--- config.mk ---
export PLATFORM = sky130hd
export DESIGN_NAME = ts_capture_sched
export DESIGN_NICKNAME = d
export VERILOG_FILES = /design/src/rtl/ts_capture_sched_pkg.sv /design/src/rtl/ts_sched_fifo.sv /design/src/rtl/ts_capture_sched.sv
export SDC_FILE = /design/constraint.sdc
export NUM_CORES = 1
export LEC_CHECK = 0
export ABC_AREA = 1
export CAP_MARGIN = 20
export CORE_AREA = 2 2 95 97
export CTS_CLUSTER_DIAMETER = 40
export CTS_CLUSTER_SIZE = 16
export DETAILED_ROUTE_END_ITERATION = 16
export DIE_AREA = 0 0 97 99
export GPL_TIMING_DRIVEN = 0
export HOLD_SLACK_MARGIN = 0.03
export PLACE_DENSITY = 0.78
export SLEW_MARGIN = 40
export SYNTH_ARGS = -nofsm -noshare
export SYNTH_HDL_FRONTEND = slang
export SYNTH_SLANG_ARGS = --single-unit
--- constraint.sdc ---
create_clock -name clk_link -period 1.8 [get_ports clk_link]
set_input_delay 0.36 -clock clk_link [delete_from_list [all_inputs] [get_ports clk_link]]
set_output_delay 0.36 -clock clk_link [all_outputs]
set_load 0.05 [all_outputs]
--- src/rtl/ts_capture_sched_pkg.sv ---
// Shared definitions for the trigger capture scheduler: default sizing and
// the FSM state encoding, also used by the bench through dbg_state.
package ts_capture_sched_pkg;

  localparam int DEF_DEPTH   = 4;
  localparam int DEF_TAG_W   = 8;
  localparam int DEF_ACK_TMO = 16;

  typedef enum logic [2:0] {
    ST_IDLE      = 3'd0,
    ST_ISSUE     = 3'd1,
    ST_WAIT_ACK  = 3'd2,
    ST_WAIT_DONE = 3'd3,
    ST_HOLDOFF   = 3'd4
  } sched_state_t;

endpackage

--- src/rtl/ts_sched_fifo.sv ---
// Pending-trigger queue: synchronous FIFO with registered full/empty/count.
// A push to a full queue is accepted when a pop happens in the same cycle.
module ts_sched_fifo #(
  parameter int DEPTH = 4,
  parameter int W     = 8
) (
  input  logic                   clk_link,
  input  logic                   reset,
  input  logic                   push,
  input  logic [W-1:0]           push_data,
  input  logic                   pop,
  output logic [W-1:0]           head,
  output logic                   full,
  output logic                   empty,
  output logic [$clog2(DEPTH):0] count
);

  localparam int AW = $clog2(DEPTH);
  localparam int CW = AW + 1;
  localparam logic [CW-1:0] FULL_CNT = CW'(DEPTH);

  logic [W-1:0]  mem [DEPTH];
  logic [AW-1:0] wr_ptr;
  logic [AW-1:0] rd_ptr;
  logic [CW-1:0] count_d;
  logic          push_ok;
  logic          pop_ok;

  assign pop_ok  = pop & ~empty;
  assign push_ok = push & (~full | pop_ok);
  assign head    = mem[rd_ptr];

  // Next occupancy: simultaneous push and pop leave it unchanged.
  always_comb begin
    count_d = count;
    if (push_ok && !pop_ok) begin
      count_d = count + 1'b1;
    end else if (pop_ok && !push_ok) begin
      count_d = count - 1'b1;
    end
  end

  // Pointers wrap naturally because DEPTH is a power of two.
  always_ff @(posedge clk_link) begin
    if (reset) begin
      wr_ptr <= '0;
      rd_ptr <= '0;
      count  <= '0;
      full   <= 1'b0;
      empty  <= 1'b1;
    end else begin
      if (push_ok) wr_ptr <= wr_ptr + 1'b1;
      if (pop_ok)  rd_ptr <= rd_ptr + 1'b1;
      count <= count_d;
      full  <= (count_d == FULL_CNT);
      empty <= (count_d == '0);
    end
  end

  // Storage array; contents are don't-care until written.
  always_ff @(posedge clk_link) begin
    if (push_ok) mem[wr_ptr] <= push_data;
  end

endmodule

--- src/rtl/ts_capture_sched.sv ---
// Capture scheduler: queues tagged triggers from the link and issues them one
// at a time to the capture engine, with ack timeout and post-capture holdoff.
// Handshake: cap_trigger is a one-cycle request; the engine acknowledges by
// dropping cap_done, and signals completion by raising cap_done again.
module ts_capture_sched
  import ts_capture_sched_pkg::*;
#(
  parameter int DEPTH   = DEF_DEPTH,
  parameter int TAG_W   = DEF_TAG_W,
  parameter int ACK_TMO = DEF_ACK_TMO
) (
  input  logic                   clk_link,
  input  logic                   reset,
  input  logic                   enable,
  input  logic                   link_up,
  input  logic                   trig_in,
  input  logic [TAG_W-1:0]       trig_tag,
  input  logic                   cap_done,
  input  logic [7:0]             holdoff,
  input  logic                   clr_err,
  output logic                   cap_trigger,
  output logic [TAG_W-1:0]       cap_tag,
  output logic                   busy,
  output logic [$clog2(DEPTH):0] pending,
  output logic [15:0]            dropped,
  output logic                   overflow_err,
  output logic                   timeout_err,
  output sched_state_t           dbg_state
);

  localparam int ACK_W = $clog2(ACK_TMO + 1);
  localparam logic [ACK_W-1:0] ACK_LAST = ACK_W'(ACK_TMO - 1);

  sched_state_t     state_q;
  sched_state_t     state_d;
  logic             pop;
  logic             push;
  logic             drop_evt;
  logic             ovf_evt;
  logic             timeout_evt;
  logic             fifo_full;
  logic             fifo_empty;
  logic [TAG_W-1:0] fifo_head;
  logic [ACK_W-1:0] ack_cnt;
  logic [7:0]       hold_cnt;

  // A full queue still takes the trigger if the head leaves this cycle.
  assign push     = trig_in & link_up & (~fifo_full | pop);
  assign drop_evt = trig_in & ~push;
  assign ovf_evt  = trig_in & link_up & ~push;

  ts_sched_fifo #(
    .DEPTH (DEPTH),
    .W     (TAG_W)
  ) u_fifo (
    .clk_link  (clk_link),
    .reset     (reset),
    .push      (push),
    .push_data (trig_tag),
    .pop       (pop),
    .head      (fifo_head),
    .full      (fifo_full),
    .empty     (fifo_empty),
    .count     (pending)
  );

  // State register.
  always_ff @(posedge clk_link) begin
    if (reset) state_q <= ST_IDLE;
    else       state_q <= state_d;
  end

  // Next-state logic; a zero holdoff skips HOLDOFF entirely.
  always_comb begin
    state_d     = state_q;
    pop         = 1'b0;
    timeout_evt = 1'b0;
    case (state_q)
      ST_IDLE: begin
        if (enable && !fifo_empty && cap_done) state_d = ST_ISSUE;
      end
      ST_ISSUE: begin
        pop     = 1'b1;
        state_d = ST_WAIT_ACK;
      end
      ST_WAIT_ACK: begin
        if (!cap_done) begin
          state_d = ST_WAIT_DONE;
        end else if (ack_cnt == ACK_LAST) begin
          timeout_evt = 1'b1;
          state_d     = (holdoff == 8'd0) ? ST_IDLE : ST_HOLDOFF;
        end
      end
      ST_WAIT_DONE: begin
        if (cap_done) state_d = (holdoff == 8'd0) ? ST_IDLE : ST_HOLDOFF;
      end
      ST_HOLDOFF: begin
        if (hold_cnt <= 8'd1) state_d = ST_IDLE;
      end
      default: state_d = ST_IDLE;
    endcase
  end

  // Tag latched on the way into ISSUE so it is valid with cap_trigger;
  // ack timer cleared in ISSUE; holdoff sampled on HOLDOFF entry.
  always_ff @(posedge clk_link) begin
    if (reset) begin
      cap_tag  <= '0;
      ack_cnt  <= '0;
      hold_cnt <= '0;
    end else begin
      if (state_q == ST_IDLE && state_d == ST_ISSUE) cap_tag <= fifo_head;
      if (state_q == ST_ISSUE) begin
        ack_cnt <= '0;
      end else if (state_q == ST_WAIT_ACK && ack_cnt != ACK_LAST) begin
        ack_cnt <= ack_cnt + 1'b1;
      end
      if (state_d == ST_HOLDOFF && state_q != ST_HOLDOFF) begin
        hold_cnt <= holdoff;
      end else if (state_q == ST_HOLDOFF) begin
        hold_cnt <= hold_cnt - 8'd1;
      end
    end
  end

  // Sticky errors and saturating drop count; a new event beats clr_err.
  always_ff @(posedge clk_link) begin
    if (reset) begin
      dropped      <= '0;
      overflow_err <= 1'b0;
      timeout_err  <= 1'b0;
    end else begin
      if (clr_err) begin
        dropped <= drop_evt ? 16'd1 : 16'd0;
      end else if (drop_evt && dropped != 16'hFFFF) begin
        dropped <= dropped + 16'd1;
      end
      if (ovf_evt)      overflow_err <= 1'b1;
      else if (clr_err) overflow_err <= 1'b0;
      if (timeout_evt)  timeout_err <= 1'b1;
      else if (clr_err) timeout_err <= 1'b0;
    end
  end

  assign cap_trigger = (state_q == ST_ISSUE);
  assign busy        = (state_q != ST_IDLE);
  assign dbg_state   = state_q;

endmodule

==> Word-level counts from Yosys, hierarchy flattened <==
Memories as Yosys holds them, arrays and structs flattened. A register that Yosys moved wholly into a read port is not among the register bits.
Index checks and enable logic that the tools add are counted.
{ "op_classes": {"n_addsub": 7, "magnitude_cmp": 1, "eq_ne": 11, "mux": 23, "n_bitwise": 11, "n_reduce_logical": 20} }
{ "op_table": {"columns": ["operator", "n"], "rows": [
  ["two-way mux 16 bit", 2],
  ["two-way mux 3 bit", 8],
  ["adder 16 x 1 -> 16 bit (second input constant)", 1],
  ["two-way mux 8 bit", 2],
  ["inequality test 16 bit (second input constant)", 1],
  ["one-hot mux 3 bit (5 select lines)", 1],
  ["two-way mux 1 bit", 10],
  ["equality test 3 bit (second input constant)", 3],
  ["less-or-equal comparator 8 x 1 -> 1 bit (second input constant)", 1],
  ["logical AND 1 bit", 8],
  ["logical NOT 8 bit", 1],
  ["nonzero test 2 bit", 4],
  ["subtractor 8 x 1 -> 8 bit (second input constant)", 1],
  ["bitwise AND 1 bit", 6],
  ["equality test 3 x 1 -> 1 bit (second input constant)", 2],
  ["equality test 3 x 2 -> 1 bit (second input constant)", 2],
  ["logical NOT 3 bit", 2],
  ["adder 5 x 1 -> 5 bit (second input constant)", 1],
  ["equality test 5 x 4 -> 1 bit (second input constant)", 1],
  ["inequality test 5 x 4 -> 1 bit (second input constant)", 1],
  ["adder 2 x 1 -> 2 bit (second input constant)", 2],
  ["adder 3 x 1 -> 3 bit (second input constant)", 1],
  ["logical NOT 1 bit", 3],
  ["inequality test 3 bit (second input constant)", 1],
  ["other kinds (5)", 8]
]} }
{ "totals": {"reg_bits": 43, "ramBits": 32, "elab_cells": 85, "mem_count": 1} }
{ "mem_list": {"columns": ["name", "words", "width", "read_ports", "rd_ports_with_merged_regs", "write_ports", "line_no", "text"], "rows": [
  ["u_fifo.mem", 4, 8, 1, 1, 1, "ts_sched_fifo.sv:22", "logic [W-1:0] mem [DEPTH];"]
]} }

==> Depth between registers and ports, before layout <==
Gate-level depths: netlist of run 1.
{ "depth": {"word_depth": 10, "ltp_mapped": 12, "mapped_depth_nobuf": 11} }

==> Hierarchy <==
A second synthesis of run 1 with hierarchy kept.
{ "unflattened": {"cells_unflattened": 513, "hier_area_um2": 4192.8} }
{ "modules_own_cells": {"columns": ["module", "n_inst", "cells_each", "area_each_um2"], "rows": [
  ["ts_capture_sched", 1, 348, 2401.1],
  ["ts_sched_fifo", 1, 165, 1791.7]
]} }

==> Worst setup path after synthesis of run 1 <==
Ideal clock, no wire load.
{ "synth_path": {"path_kind": "register to register", "startpoint": "register state_q[0] (netlist: dbg_state[0])", "endpoint": "register u_fifo.empty", "setup_ns": 0.123, "t_arrival_ns": 2.048, "t_required_ns": 1.677, "setup_slack_ns": -0.371, "stages_incl_launch_ff": 10, "path_buffers": 0, "path_cell_list": "dfxtp_1 > nand2_1 > nor2_1 > nand4_1 > nand2_1 > nand2_1 > nand2_1 > nor2_2 > nand2_1 > nand2_1"} }
{ "synth_between": {"elab_chain_len": 10} }
{ "synth_lines": {"columns": ["element", "line_no", "text"], "rows": [
  ["start: declaration", "ts_capture_sched.sv:34", "sched_state_t state_q;"],
  ["start signal: assignment", "ts_capture_sched.sv:70", "else state_q <= state_d;"],
  ["equality test 3 x 1 -> 1 bit *", null, null],
  ["named net cap_trigger", "ts_capture_sched.sv:21", "output logic cap_trigger,"],
  ["two-way mux 1 bit *", "ts_capture_sched.sv:78", "case (state_q)"],
  ["OR 1 bit or bitwise AND 1 bit (tied branches)", "ts_capture_sched.sv:48, ts_sched_fifo.sv:29", null],
  ["bitwise AND 1 bit or OR 1 bit (tied branches)", "ts_capture_sched.sv:48, ts_sched_fifo.sv:30", null],
  ["bitwise AND 1 bit", "ts_sched_fifo.sv:30", "assign push_ok = push & (~full | pop_ok);"],
  ["logical NOT 1 bit", "ts_sched_fifo.sv:38", "end else if (pop_ok && !push_ok) begin"],
  ["logical AND 1 bit", "ts_sched_fifo.sv:38", null],
  ["two-way mux 3 bit", "ts_sched_fifo.sv:38", null],
  ["two-way mux 3 bit *", "ts_sched_fifo.sv:36", "if (push_ok && !pop_ok) begin"],
  ["logical NOT 3 bit *", "ts_sched_fifo.sv:56", "empty <= (count_d == '0);"],
  ["end signal: assignment", "ts_sched_fifo.sv:56", null],
  ["end: declaration", "ts_sched_fifo.sv:14", "output logic empty,"]
]} }
The timed path passes the listed nets; every way through them passes the cells marked *.
A chain may end at the register's enable or synchronous reset.

==> Worst setup path after layout of run 1 <==
{ "layout_path": {"startpoint": "register ack_cnt[1]", "endpoint": "register hold_cnt[3]"} }
{ "layout_between": {"elab_chain_len": 7} }
{ "layout_lines": {"columns": ["element", "line_no", "text"], "rows": [
  ["start: declaration", "ts_capture_sched.sv:44", "logic [ACK_W-1:0] ack_cnt;"],
  ["start signal: assignment", "ts_capture_sched.sv:116", "ack_cnt <= ack_cnt + 1'b1;"],
  ["equality test 5 x 4 -> 1 bit *", "ts_capture_sched.sv:89", "end else if (ack_cnt == ACK_LAST) begin"],
  ["two-way mux 3 bit *", "ts_capture_sched.sv:89", null],
  ["two-way mux 3 bit *", "ts_capture_sched.sv:87", "if (!cap_done) begin"],
  ["one-hot mux 3 bit (5 select lines) *", "ts_capture_sched.sv:78", null],
  ["equality test 3 bit *", "ts_capture_sched.sv:118", "if (state_d == ST_HOLDOFF && state_q != ST_HOLDOFF) begin"],
  ["logical AND 1 bit *", "ts_capture_sched.sv:118", null],
  ["two-way mux 8 bit or nonzero test 2 bit (tied branches)", null, null],
  ["end signal: assignment", "ts_capture_sched.sv:119", "hold_cnt <= holdoff;"],
  ["end signal: assignment", "ts_capture_sched.sv:121", "hold_cnt <= hold_cnt - 8'd1;"],
  ["end: declaration", "ts_capture_sched.sv:45", "logic [7:0] hold_cnt;"]
]} }
Mark *: on every way between the ends. The rest lies on a longest branch, timed or not.

==> flow_metrics.tcl, run 1 <==
set metrics [dict create \
    outcome "finished, violations left" \
    violations "setup timing" \
    use_met2 0.376 \
    power.density_cell_area_nw_per_um2 722 \
    synth_ff_type "dfxtp_1" \
    worstSkewPairLatency_ns 0.36 \
    final-max-slew-violation-count 0 \
    synthesis.area_um2 4070 \
    layout-drive-gt1-share 0.130 \
    final_min_period_over_clock_period 1.02 \
    gp_routability_congestion 0.914 \
    yosys.cell_types.count 36 \
    core_area_um2 8550 \
    floorplan.die_area_um2 9600 \
    clock_tree.htree_level_count 3 \
    globalRouteTotalUtil 0.202 \
    detail-route-antenna-nets 0 \
    async_flop_share 0 \
    synth.net_count 559 \
    critical-path-max-stage-delay_ns 0.37 \
    synth-seq-cells 83 \
    clkSinkCount 83 \
    final-setup-viol-count 4 \
    synth_seq_area_share 0.487 \
    cts_tree "done" \
    min_period_ns 1.84 \
    peakVddDrop_mv 0.615 \
    path_cells "ha_4, inv_2, nor3_2, ha_2, nor2_4, nor2_4, buf_4, o21ai_4, nand3_4, inv_4, nor2_1, nor2_1" \
    grtUsageMet3 0.0489 \
    grt_antenna_before_repair 0 \
    drt_wl_total_um 9790 \
    synthToLayoutAreaGrowth_pct 27.2 \
    finalNetCount 635 \
    port_buffers 55 \
    io_pins 57 \
    cts_root_buffer "clkbuf_8" \
    maxCapViolations 0 \
    dpl.hpwl_um 6710 \
    number_of_detailed_routing_iterations_run_before_antenna_repair 4 \
    groute.layer.met1.usage 0.228 \
    arrival_ns 2.10 \
    synth-warning-count 0 \
    fin_hold_ws_ns 0.391 \
    synth_cells 525 \
    worst_setup_path_end_kind "register" \
    required_time_at_the_endpoint_of_the_critical_path_ns 2.06 \
    routedWlPerCell_um 13.7 \
    fillCellCount 759 \
    worstSetupStartpointType "register" \
    critical-path-slowest-cell "dfxtp_2" \
    clk_pin_slew_worst_paths_ns 0.09 \
    vias_in_the_first_global_route 3438 \
    num_antenna_cells 0 \
    tightest_slew_ns 0.780 \
    pwr-share-comb 0.088 \
    timing.critical_path.fanout_max 8 \
    numPlacedInstances 688 \
    routed-via-count 3679 \
    worst_hold_path_type "in -> reg" \
    power.clock.fraction 0.375 \
    p_int_w 0.00277 \
    die_height_um 99 \
    fin_cells 714 \
    power.switching_fraction 0.260 \
    cts_hold_buffers 0 \
    grt_max_degree 17 \
    net-switching-power_w 0.000971 \
    power.share.sequential 0.537 \
    placement_rows 34 \
    initial_core_util 0.476 \
    max_freq_ghz 0.543 \
    p_leak_nw 2.14 \
    clock_tree.buffer_depth 2 \
    die_width_um 97 \
    gr-max-usage-layer "met2" \
    drc 0 \
    detail_route.vias_per_cell 5.15 \
    final.setup.tns_ns -0.0659 \
    worst-setup-path-type "reg -> reg" \
    maxSlewHeadroom 0.478 \
    overflow 0 \
    report.power.total_w 0.00374 \
    synth_enable_flop_cells 32 \
    grt_first_pass_wirelength_um 15600 \
    finalHoldViolCount 0 \
    syn_avg_cell_area_um2 7.75 \
    layout_common_cells "103 x nand2_1, 103 x nor2_1, 56 x inv_1" \
    cts_made_buffers 9 \
    first_iter_violations 153 \
    rsz0062_at_grt "true" \
    fin_worst_skew_ns 0.00866 \
    fin_ws_ns -0.0427 \
]
synth_stat cells, types with 3 or more instances:
cell type / instances / share of area
nor2_1: 111 / 0.10
nand2_1: 104 / 0.096
inv_1: 57 / 0.053
dfxtp_1: 51 / 0.25
o21ai_0: 36 / 0.044
edfxtp_1: 32 / 0.24
a21oi_1: 24 / 0.030
nand3_1: 19 / 0.023
ha_1: 11 / 0.034
a31oi_1: 9 / 0.014
clkbuf_1: 9 / 0.0083
nand4_1: 9 / 0.014
inv_2: 7 / 0.0065
nor2_2: 5 / 0.0077
nand3_2: 4 / 0.0098
nand3b_1: 4 / 0.0074
nor3_1: 4 / 0.0049
xnor2_1: 4 / 0.0086
xor2_1: 4 / 0.0086
o21ai_1: 3 / 0.0037
logic make-up after synthesis:
family | Yosys count | share of synthesized area
buf+inv | 77 | 0.0738
fa+ha+maj | 11 | 0.0338
flops | 83 | 0.487
compound gates | 79 | 0.106
xor+xnor | 8 | 0.0172
simple gates | 267 | 0.282
path summary, 6_finish.rpt:
path | from | to | slack (ns) | depth (start not counted)
worst max register to register | ack_cnt[1] | hold_cnt[3] | -0.04 | 12
worst max-delay path | ack_cnt[1] | hold_cnt[3] | -0.04 | 12
worst min register to register | ack_cnt[2] | ack_cnt[2] | 0.45 | 1
worst min-delay path | reset | hold_cnt[0] | 0.39 | 2
metrics by stage:
| stage | worst slack (ns) | utilization | instance area [µm²] |
|---|---|---|---|
| after detailed placement | -0.724 | 0.556 | 4760 |
| after global routing | -0.146 | 0.605 | 5170 |
| after CTS | 0.00117 | 0.595 | 5080 |
| final | -0.0427 | 0.605 | 5170 |
| after global placement | -0.712 | 0.556 | 4760 |
| after floorplan | -0.134 | - | 4070 |
what timing repair did:
| action | CTS | global route |
|---|---|---|
| setup endpoints to repair | 73 | 53 |
| pin swaps | 6 | 12 |
| gates cloned | 0 | 1 |
| gates resized for setup | 61 | 22 |
| buffers inserted | 6 | 4 |
critical path: cells and delay by family, from the launching register on:
kind                     cells  cell delay, ns
AND/OR/NAND/NOR              6            0.68
flip-flops                   1            0.37
adder cells (fa/ha/maj)      2            0.36
buffers and inverters        3            0.25
AO/OA/AOI/OAI                1            0.08
layer usage:
metal	vias up	wire length [µm]
li1	1856	-
met1	1720	4140
met4	0	134
met2	88	5040
met5	-	0
met3	15	467
state kept, by name, summed over array words and instances (netlist names):
signal         count
ack_cnt            5
cap_tag            8
dbg_state          3
dropped           16
hold_cnt           8
overflow_err       1
timeout_err        1
u_fifo.count       3
u_fifo.empty       1
u_fifo.full        1
u_fifo.mem        32
u_fifo.rd_ptr      2
u_fifo.wr_ptr      2
cell type report:
cell class                 instances  area, µm²  share of cell area
clock buffer                       9        124              0.0239
sequential                        83       1990               0.385
multi-input combinational        366       1910               0.369
tap                              108        135              0.0261
buffer                            10       55.1              0.0106
timing repair buffer              65        627               0.121
clock inverter                     7       78.8              0.0152
inverter                          66        254              0.0491
power by group through the flow:
stage	Clock (W)	Sequential, W	Combinational [W]
global route	0.00149	0.00201	0.000361
floorplan	0	0.00209	0.000138
global placement	0	0.00205	0.000305
finish	0.00140	0.00201	0.000331
CTS	0.00142	0.00201	0.000324
detailed placement	0	0.00205	0.000312
Note: power is estimated with default switching activity, not from simulation.
==> inputs of run 2 (changes only) <==
--- a/config.mk
+++ b/config.mk
@@ -7,14 +7,14 @@
 export LEC_CHECK = 0
 export ABC_AREA = 1
 export CAP_MARGIN = 20
-export CORE_AREA = 2 2 95 97
+export CORE_AREA = 2 2 89 91
 export CTS_CLUSTER_DIAMETER = 40
 export CTS_CLUSTER_SIZE = 16
 export DETAILED_ROUTE_END_ITERATION = 16
-export DIE_AREA = 0 0 97 99
+export DIE_AREA = 0 0 91 93
 export GPL_TIMING_DRIVEN = 0
 export HOLD_SLACK_MARGIN = 0.03
-export PLACE_DENSITY = 0.78
+export PLACE_DENSITY = 0.83
 export SLEW_MARGIN = 40
 export SYNTH_ARGS = -nofsm -noshare
 export SYNTH_HDL_FRONTEND = slang
==> constraint.sdc (replaced) <==
create_clock -name clk_link -period 2 [get_ports clk_link]
set_input_delay 0.4 -clock clk_link [delete_from_list [all_inputs] [get_ports clk_link]]
set_output_delay 0.4 -clock clk_link [all_outputs]
set_load 0.05 [all_outputs]
==> run 2 against run 1 <==
Register-to-register slack better by 0.02 ns. Combinational power is 15% lower. Flip-flop and latch count stayed put. The run still ends with setup timing left. Die area is 12% lower. Worst setup slack better by 0.016 ns. Sequential power is 10% lower. Largest cell class unchanged. Critical path type unchanged. Clock power is 3% lower.
==> flow_metrics.tcl, run 2 (synthesis gave the netlist of run 1 again) <==
set metrics [dict create \
    outcome "finished, violations left" \
    violations "setup timing" \
    most_flops_register "u_fifo.mem" \
    cts_root_buffer "clkbuf_8" \
    final.setup.tns_ns -0.292 \
    grt_max_degree 16 \
    first_iter_violations 256 \
    drt_wl_total_um 9380 \
    grt_first_pass_wirelength_um 15700 \
    worst_setup_path_end_kind "register" \
    finalHoldViolCount 0 \
    clock_tree.htree_level_count 3 \
    drc 0 \
    dpl.hpwl_um 6710 \
    layout_common_cells "106 x nor2_1, 104 x nand2_1, 57 x inv_1" \
    rsz0062_at_grt "true" \
    fin_ws_ns -0.0270 \
    number_of_detailed_routing_iterations_run_before_antenna_repair 5 \
    r2r_cells 6 \
    grtUsageMet3 0.0379 \
    placement_rows 32 \
    timing.critical_path.fanout_max 8 \
    post-cts-setup-buffers 0 \
    globalRouteTotalUtil 0.230 \
    detail-route-antenna-nets 0 \
    maxSlewHeadroom 0.512 \
    top_regs "u_fifo.mem (32), dropped (16)" \
    power.density_cell_area_nw_per_um2 689 \
    detail_route.vias_per_cell 5.29 \
    worst_hold_path_type "reg -> reg" \
    core_area_um2 7530 \
    worst_r2r_startpoint "dbg_state[0]" \
    groute.layer.met1.usage 0.280 \
    maxCapViolations 0 \
    required_time_at_the_endpoint_of_the_critical_path_ns 1.99 \
    clock_tree.buffer_depth 2 \
    vias_in_the_first_global_route 3482 \
    dp_worst_setup_slack_ns -0.559 \
    routed-via-count 3689 \
    min_period_ns 2.03 \
    die_height_um 93 \
    peakVddDrop_mv 0.470 \
    overflow 0 \
    max_freq_ghz 0.493 \
    tightest_slew_ns 0.730 \
    arrival_ns 2.02 \
    floorplan.die_area_um2 8460 \
    synthToLayoutAreaGrowth_pct 23.0 \
    r2r_setup_slack_ns -0.03 \
    initial_core_util 0.540 \
    p_leak_nw 2.13 \
    cts_made_buffers 9 \
    worstSetupStartpointType "register" \
    cts_tree "done" \
    gp_routability_congestion 0.891 \
    use_met2 0.411 \
    layout-drive-gt1-share 0.0822 \
    clkSinkCount 83 \
    die_width_um 91 \
    fin_worst_skew_ns 0.00650 \
    final-max-slew-violation-count 0 \
    final_min_period_over_clock_period 1.01 \
    holdPathEnd "ack_cnt[2]" \
    mostFrequentLayoutCell "nor2_1" \
    clk_pin_slew_worst_paths_ns 0.09 \
    io_pins 57 \
    worstSkewPairLatency_ns 0.35 \
    hold-path-cell-count 1 \
    largest_reg_flops 32 \
    worst-setup-path-type "reg -> reg" \
    num_antenna_cells 0 \
    routedWlPerCell_um 13.4 \
    finalNetCount 625 \
    grt_antenna_before_repair 0 \
    port_buffers 55 \
    final-setup-viol-count 16 \
    worst_hold_startpoint "ack_cnt[2]" \
    gr-max-usage-layer "met2" \
    fillCellCount 665 \
    reg2reg_to "u_fifo.mem[3][3]" \
]
==> run 2: cell type report <==
type	instances	area, µm²	area share
Sequential cell	83	1980	0.397
Multi-Input combinational cell	365	1820	0.364
Timing Repair Buffer	55	549	0.110
Inverter	66	248	0.0495
Tap cell	102	128	0.0255
Clock buffer	9	124	0.0248
Clock inverter	7	97.6	0.0195
Buffer	11	52.6	0.0105
==> run 2: worst max path at each step <==
stage,start,to,depth (start not counted)
floorplan,dbg_state[0],u_fifo.mem[0][0],6
global placement,trig_in,u_fifo.mem[0][2],5
detailed placement,trig_in,u_fifo.mem[0][1],5
CTS,dbg_state[0],u_fifo.mem[0][4],6
global route,dbg_state[0],u_fifo.mem[0][5],6
finish,dbg_state[0],u_fifo.mem[3][3],6
==> run 2: timing repair <==
| item | 4_1_cts | 5_1_grt |
|---|---|---|
| setup endpoints to repair | 45 | 50 |
| hold buffers | 0 | 0 |
| resized for setup | 17 | 17 |
| pin swaps | 0 | 1 |
==> run 2: critical path, stage by stage (launching register included) <==
cell and delay, ns:
dfxtp_2 0.43, inv_2 0.05, nor2_1 0.15, nand3_2 0.15, a21oi_1 0.31, inv_2 0.14, nor2_2 0.44
==> run 2: routing by layer <==
layer | vias up | part of all wire
li1 | 1833 | -
met1 | 1686 | 0.43
met2 | 147 | 0.49
met3 | 23 | 0.061
met4 | 0 | 0.022
met5 | - | 0
==> run 2: where the power goes <==
group | internal, W | total (W) | switching (W) | leakage [nW]
combinational | 0.000102 | 0.000283 | 0.000181 | 1.32
clock | 0.000713 | 0.00136 | 0.000644 | 0.108
sequential | 0.00179 | 0.00181 | 0.0000194 | 0.704
total | 0.00260 | 0.00344 | 0.000844 | 2.13
==> run 2: metrics by stage <==
stage | total power, W | util | area (µm²) | instances | hold slack [ns]
after floorplan | 0.00201 | - | 4070 | 525 | 0.412
final | 0.00344 | 0.664 | 5000 | 698 | 0.450
after CTS | 0.00345 | 0.659 | 4960 | 698 | 0.444
after global placement | 0.00212 | 0.631 | 4750 | 682 | 0.423
after global routing | 0.00357 | 0.664 | 5000 | 698 | 0.467
after detailed placement | 0.00213 | 0.631 | 4750 | 682 | 0.431
